==> config.mk <==
export PLATFORM = sky130hd
export DESIGN_NAME = fproc_arbiter
export DESIGN_NICKNAME = d
export VERILOG_FILES = /design/src/rtl/fproc_arbiter_pkg.sv /design/src/rtl/fproc_arbiter_rr_arbiter.sv /design/src/rtl/fproc_arbiter.sv
export SDC_FILE = /design/constraint.sdc
export NUM_CORES = 1
export LEC_CHECK = 0
export ABC_AREA = 1
export BUFFER_PORTS_ARGS = -buffer_cell sky130_fd_sc_hd__buf_2
export CAP_MARGIN = 20
export CORE_MARGIN = 10
export CORE_UTILIZATION = 53
export DETAILED_ROUTE_END_ITERATION = 10
export PLACE_DENSITY = 0.77
export SYNTH_ARGS = -nofsm -noshare
export SYNTH_HDL_FRONTEND = slang
export SYNTH_SLANG_ARGS = --single-unit
==> constraint.sdc <==
create_clock -name clk -period 2.5 [get_ports clk]
set_input_delay 0.125 -clock clk [delete_from_list [all_inputs] [get_ports clk]]
set_output_delay 0.125 -clock clk [all_outputs]
set_load 0.02 [all_outputs]
==> src/rtl/fproc_arbiter_pkg.sv <==
// Shared definitions for the function-processor arbiter.
// Holds the FSM state encoding and the data word returned on a timed-out
// transaction. The timeout word is 64 bits wide and is truncated to the
// arbiter's DATA_WIDTH (DATA_WIDTH is expected to be <= 64).
package fproc_arbiter_pkg;

    typedef enum logic [1:0] {
        FPA_IDLE  = 2'd0,
        FPA_ISSUE = 2'd1,
        FPA_WAIT  = 2'd2,
        FPA_DONE  = 2'd3
    } fpa_state_e;

    localparam logic [63:0] FPA_TIMEOUT_DATA = '1;

endpackage

==> src/rtl/fproc_arbiter_rr_arbiter.sv <==
// Combinational round-robin priority select.
// Picks the first set bit of pending_i at or after ptr_i, wrapping modulo N.
// Ports:
//   pending_i  N-bit request vector
//   ptr_i      round-robin start index (always < N)
//   grant_o    index of the selected requester (0 when none pending)
//   any_o      at least one request is pending
module fproc_arbiter_rr_arbiter #(
    parameter int N     = 4,
    parameter int IDX_W = 2
) (
    input  logic [N-1:0]     pending_i,
    input  logic [IDX_W-1:0] ptr_i,
    output logic [IDX_W-1:0] grant_o,
    output logic             any_o
);

    function automatic logic [IDX_W-1:0] wrap_idx(input logic [IDX_W-1:0] base, input int off);
        int s;
        s = int'(base) + off;
        if (s >= N) s = s - N;
        return IDX_W'(s);
    endfunction

    // Scan from the farthest offset down so the nearest pending index wins.
    always_comb begin
        grant_o = '0;
        any_o   = |pending_i;
        for (int k = N - 1; k >= 0; k--) begin
            if (pending_i[wrap_idx(ptr_i, k)]) grant_o = wrap_idx(ptr_i, k);
        end
    end

endmodule

==> src/rtl/fproc_arbiter.sv <==
// Shares one function processor (fproc) among N_CORES cores.
// Per-core requests are latched, granted round-robin, issued to the fproc
// with a valid/ready request handshake, and completed by a response strobe
// or by a timeout. The result returns to the core with a one-cycle ready.
// Ports:
//   clk, reset            clock, asynchronous active-low reset
//   core_fproc_en/id      per-core request strobe/level and packed ids
//   core_fproc_ready      one-cycle completion pulse per core
//   core_fproc_data       result, qualified by any core_fproc_ready bit
//   fproc_req_*           request channel to the fproc
//   fproc_resp_*          response channel from the fproc
//   busy                  transaction in progress
//   timeout_err           sticky timeout flag
module fproc_arbiter
    import fproc_arbiter_pkg::*;
#(
    parameter int N_CORES        = 4,
    parameter int ID_WIDTH       = 8,
    parameter int DATA_WIDTH     = 32,
    parameter int CORE_IDX_WIDTH = 2,
    parameter int TIMEOUT_CYCLES = 1023
) (
    input  logic                         clk,
    input  logic                         reset,
    input  logic [N_CORES-1:0]           core_fproc_en,
    input  logic [N_CORES*ID_WIDTH-1:0]  core_fproc_id,
    output logic [N_CORES-1:0]           core_fproc_ready,
    output logic [DATA_WIDTH-1:0]        core_fproc_data,
    output logic                         fproc_req_valid,
    output logic [ID_WIDTH-1:0]          fproc_req_id,
    output logic [CORE_IDX_WIDTH-1:0]    fproc_req_core,
    input  logic                         fproc_req_ready,
    input  logic                         fproc_resp_valid,
    input  logic [DATA_WIDTH-1:0]        fproc_resp_data,
    output logic                         busy,
    output logic                         timeout_err
);

    fpa_state_e                            state_q, state_d;
    logic [N_CORES-1:0]                    pending_q, pending_d;
    logic [N_CORES-1:0]                    block_q, block_d;
    logic [N_CORES-1:0][ID_WIDTH-1:0]      id_q, id_d;
    logic [CORE_IDX_WIDTH-1:0]             grant_q, grant_d;
    logic [CORE_IDX_WIDTH-1:0]             rr_q, rr_d;
    logic [15:0]                           cnt_q, cnt_d;
    logic [DATA_WIDTH-1:0]                 data_q, data_d;
    logic                                  terr_q, terr_d;

    logic [CORE_IDX_WIDTH-1:0]             arb_grant;
    logic                                  arb_any;
    logic [N_CORES-1:0]                    done_mask;

    fproc_arbiter_rr_arbiter #(
        .N     (N_CORES),
        .IDX_W (CORE_IDX_WIDTH)
    ) u_rr (
        .pending_i (pending_q),
        .ptr_i     (rr_q),
        .grant_o   (arb_grant),
        .any_o     (arb_any)
    );

    assign done_mask = (state_q == FPA_DONE) ? (N_CORES'(1) << grant_q) : '0;

    always_comb begin
        state_d   = state_q;
        pending_d = pending_q;
        id_d      = id_q;
        grant_d   = grant_q;
        rr_d      = rr_q;
        cnt_d     = cnt_q;
        data_d    = data_q;
        terr_d    = terr_q;
        // A core is blocked in its ready cycle and the cycle after, so a
        // level-held en during core turnaround cannot re-arm a request.
        block_d   = done_mask;

        for (int i = 0; i < N_CORES; i++) begin
            if (core_fproc_en[i] && !pending_q[i] && !(done_mask[i] || block_q[i])) begin
                pending_d[i] = 1'b1;
                id_d[i]      = core_fproc_id[i*ID_WIDTH +: ID_WIDTH];
            end
        end

        case (state_q)
            FPA_IDLE: begin
                if (arb_any) begin
                    grant_d = arb_grant;
                    state_d = FPA_ISSUE;
                end
            end
            FPA_ISSUE: begin
                if (fproc_req_ready) begin
                    cnt_d   = '0;
                    state_d = FPA_WAIT;
                end
            end
            FPA_WAIT: begin
                if (fproc_resp_valid) begin
                    data_d  = fproc_resp_data;
                    state_d = FPA_DONE;
                end else if (cnt_q == 16'(TIMEOUT_CYCLES - 1)) begin
                    data_d  = DATA_WIDTH'(FPA_TIMEOUT_DATA);
                    terr_d  = 1'b1;
                    state_d = FPA_DONE;
                end else begin
                    cnt_d = cnt_q + 16'd1;
                end
            end
            FPA_DONE: begin
                pending_d[grant_q] = 1'b0;
                rr_d    = (grant_q == CORE_IDX_WIDTH'(N_CORES - 1)) ? '0
                                                                    : grant_q + CORE_IDX_WIDTH'(1);
                state_d = FPA_IDLE;
            end
            default: state_d = FPA_IDLE;
        endcase
    end

    always_ff @(posedge clk or negedge reset) begin
        if (!reset) begin
            state_q   <= FPA_IDLE;
            pending_q <= '0;
            block_q   <= '0;
            id_q      <= '0;
            grant_q   <= '0;
            rr_q      <= '0;
            cnt_q     <= '0;
            data_q    <= '0;
            terr_q    <= 1'b0;
        end else begin
            state_q   <= state_d;
            pending_q <= pending_d;
            block_q   <= block_d;
            id_q      <= id_d;
            grant_q   <= grant_d;
            rr_q      <= rr_d;
            cnt_q     <= cnt_d;
            data_q    <= data_d;
            terr_q    <= terr_d;
        end
    end

    assign core_fproc_ready = done_mask;
    assign core_fproc_data  = data_q;
    assign fproc_req_valid  = (state_q == FPA_ISSUE);
    assign fproc_req_id     = id_q[grant_q];
    assign fproc_req_core   = grant_q;
    assign busy             = (state_q != FPA_IDLE);
    assign timeout_err      = terr_q;

endmodule

==> summary.md <==
| Metric | Value |
|---|---|
| Initial Utilization | `between 50% and 60%` |
| Post-CTS resize count | `0` |
| Fmax | `443 MHz` |
| Worst Hold Slack | `between 0.009 and 0.01 ns` |
| Synth Area per Inst | `~9.5 um2` |
| Drt total wl | `about 13000 um` |
| Root buf cell | `clkbuf_8` |
| Worst Tran Pin Value | `between 0.6 and 0.7 ns` |
| Detailed-placement wirelength estimate | `9040 um` |
| CTS tree | `done` |
| Top FF cell, synth | `dfrtp_1` |
| Post-route minimum period | `roughly 2.3 ns` |
| Critical-path cell list | `inv_1 > ha_1 > nand2_1 > inv_1 > nor3_2 > mux2_2` |
| Routed wire length per instance | `approximately 17 um` |
| Placed Cells | `698` |
| Sequential cell area | `between 2000 and 2500 um2` |
| Sequential fraction of the synthesis area | `52.4%` |
| Setup tns final | `0 ns` |
| Delay-heaviest family, CP | `flip-flops` |
| Final setup violation count | `0` |
| Post-synthesis mux area share | `5.95%` |
| Die H | `around 110 um` |
| Post-Synth Adder-Cell Area | `a little over 3%` |
| WS Path Type | `reg -> reg` |
| Worst setup SP type | `flop` |
| Worst path required time | `about 2.7 ns` |
| Netlist cell types | `31` |
| DR top layer | `met4` |
| Final Power | `between 6000 and 7000 uW` |
| Area grow syn2layout | `28.9%` |
| Core area | `8260 um2` |
| GRT overflow | `0` |
| Met3 WL | `between 700 and 800 um` |
| Maximum fanout along the worst path | `13` |
| Nets | `~730` |
| Area of the multi-input gates | `about 1900 um2` |
| Worst min path class | `in -> reg` |
| Number of CTS-inserted buffers | `9` |
| Most common cell after layout, fill and taps aside | `nand2_1` |
| # port buffers | `120` |
| Max-slew headroom | `55.6%` |
| Async SR Flop Fraction | `100%` |
| Worst Path Buf+Inv | `2` |
| Final period utilization | `between 90% and 100%` |
| Maxcap violations | `0` |
| GP Congestion | `approximately 0.84` |
| Clock Latency Late Sink | `0.36 ns` |
| Status | `finished clean` |
| Static leakage | `roughly 0.0028 uW` |
| Via count | `4006` |
| Final slew viol count | `0` |
| # clock sinks | `between 90 and 100` |
| Synth Area in Compound Gates | `about an eighth` |
| GRT Overall Usage | `~20%` |
| Simple-gate share of the synthesized area | `approximately a fifth` |
| Largest family of logic cells by synthesized area | `simple AND/OR/NAND/NOR gates` |
| CP endpoint kind | `flop` |
| Synth warn | `0` |
| Post-Synth XOR/XNOR Area | `under 10%` |
| WL met1 | `roughly 5300 um` |
| Vias per std cell | `~5.3` |
| First-pass GRT wire length | `between 20000 and 25000 um` |
| Post-Layout Cell Count | `757` |
| EDFF count, synth | `0` |
| Antenna violations before repair | `3` |
| DIE AREA | `approximately 13000 um2` |
| FP Rows | `33` |
| Power Density | `around 1100 nW/um2` |
| Post-Route Skew | `approximately 0.017 ns` |
| Cells after Synth | `480` |
| Router iterations before antenna repair | `5` |
| Number of synthesized register bits | `95` |
| Ports | `about 120` |
| Initial drt markers | `approximately 240` |
| Hold Fails Final Rpt | `0` |
| Peak VDD IR | `0.000636 V` |
| H-tree lvl count | `3` |
| Slowest CP cell | `dfrtp_1` |
| CP peak stage delay | `~0.60 ns` |
| RSZ-0062 raised after global routing | `no` |
| Mapped Area | `around 4500 um2` |
| CTS clk-pin slew, worst paths | `0.10 ns` |
| Final Core Density | `70.9%` |
| Most frequent cells in the layout | `nand2_1 (122), buf_2 (119), dfrtp_1 (95)` |
| DR DRC count | `0` |
| Antenna Violating Nets Remaining | `0` |
| Mapped Nets | `~560` |
| Worst path arrival time | `2.49 ns` |
| FILL cells | `638` |
| Largest net degree at the start of global routing | `40` |
| Crit-path most repeated cell | `inv_1` |
| Vias in the first global route | `4187` |
| Max clock buf depth | `2` |
| Die width | `approximately 110 um` |
| Met2 routed WL | `between 6000 and 7000 um` |
| Layout cell share with drive strength beyond 1 | `28.5%` |
worst paths after layout:
| kind | from | endpoint | slack [ns] | cells after the start |
|---|---|---|---|---|
| max | fproc_req_core[1] | id_q[2] | 0.25 | 6 |
| min | fproc_resp_data[13] | core_fproc_data[13] | 0.009 | 2 |
| max reg2reg | fproc_req_core[1] | id_q[2] | 0.25 | 6 |
| min reg2reg | timeout_err | timeout_err | 0.48 | 2 |
| max in group asynchronous | reset | cnt_q[0] | 1.53 | 3 |
| min in group asynchronous | reset | id_q[14] | 0.29 | 2 |
repair_timing:
| action | 4_1_cts | 5_1_grt |
|---|---|---|
| hold buffers | 40 | 0 |
| hold endpoints to repair | 75 | 0 |
| setup buffers | 0 | 0 |
cells in the mapped netlist (2+ instances only):
library cell	n	area share [%]
mux2_2	24	6.0
xnor2_1	2	0.39
nand2_1	122	10
nor2_1	39	3.2
buf_6	5	1.2
clkbuf_1	7	0.58
o22a_1	26	5.0
nor3_2	5	1.1
nor3_1	2	0.22
o21ai_1	3	0.33
nand4_1	7	0.96
a21oi_1	5	0.55
ha_1	11	3.0
inv_1	39	3.2
nand2_2	3	0.41
o22ai_1	9	1.2
xor2_1	5	0.96
dfrtp_1	95	52
nand3_1	23	2.5
o21ai_0	32	3.5
o22a_2	6	1.3
power breakdown:
part	internal, uW	leakage, uW	total (uW)	switching, uW
Combinational	1150	0.00157	3020	1870
Clock	507	0.000105	1080	578
Sequential	2120	0.00114	2530	413
Total	3780	0.00282	6640	2860
registers in the layout (all words and copies together), names as in the netlist:
| signal | count |
|---|---|
| state_q | 2 |
| fproc_req_core | 2 |
| id_q | 32 |
| timeout_err | 1 |
| core_fproc_data | 32 |
| pending_q | 4 |
| rr_q | 2 |
| block_q | 4 |
| cnt_q | 16 |
kinds of logic (layout without fill, tap and decap cells):
kind of cell | count (synthesis) | after routing
xor+xnor | 7 | 7
simple gates | 205 | 205
buf+inv | 54 | 223
fa+ha+maj | 11 | 11
other cells | 0 | 3
mux | 24 | 24
flops | 95 | 95
compound gates | 84 | 84
metal layers:
layer	GRT usage, %	vias to the layer above
li1	-	1942
met1	24.3	1892
met2	32.2	145
met3	4.74	27
met4	9.81	0
met5	0	-
metrics by stage:
| stage | setup slack (ns) | instance area, um2 |
|---|---|---|
| floorplan | 0.207 | 4540 |
| global placement | 0.509 | 5230 |
| detailed placement | 0.347 | 5230 |
| CTS | 0.291 | 5850 |
| global route | 0.112 | 5850 |
| finish | 0.245 | 5850 |
area by class of cell:
| class | instances | area share (%) |
|---|---|---|
| inverter | 40 | 2.57 |
| timing repair buffer | 167 | 18.0 |
| clock buffer | 10 | 2.35 |
| tap | 105 | 2.24 |
| multi-input combinational | 331 | 32.8 |
| antenna | 3 | 0.128 |
| sequential | 95 | 40.6 |
| clock inverter | 6 | 1.28 |
Power figures use the tool's default switching activity.
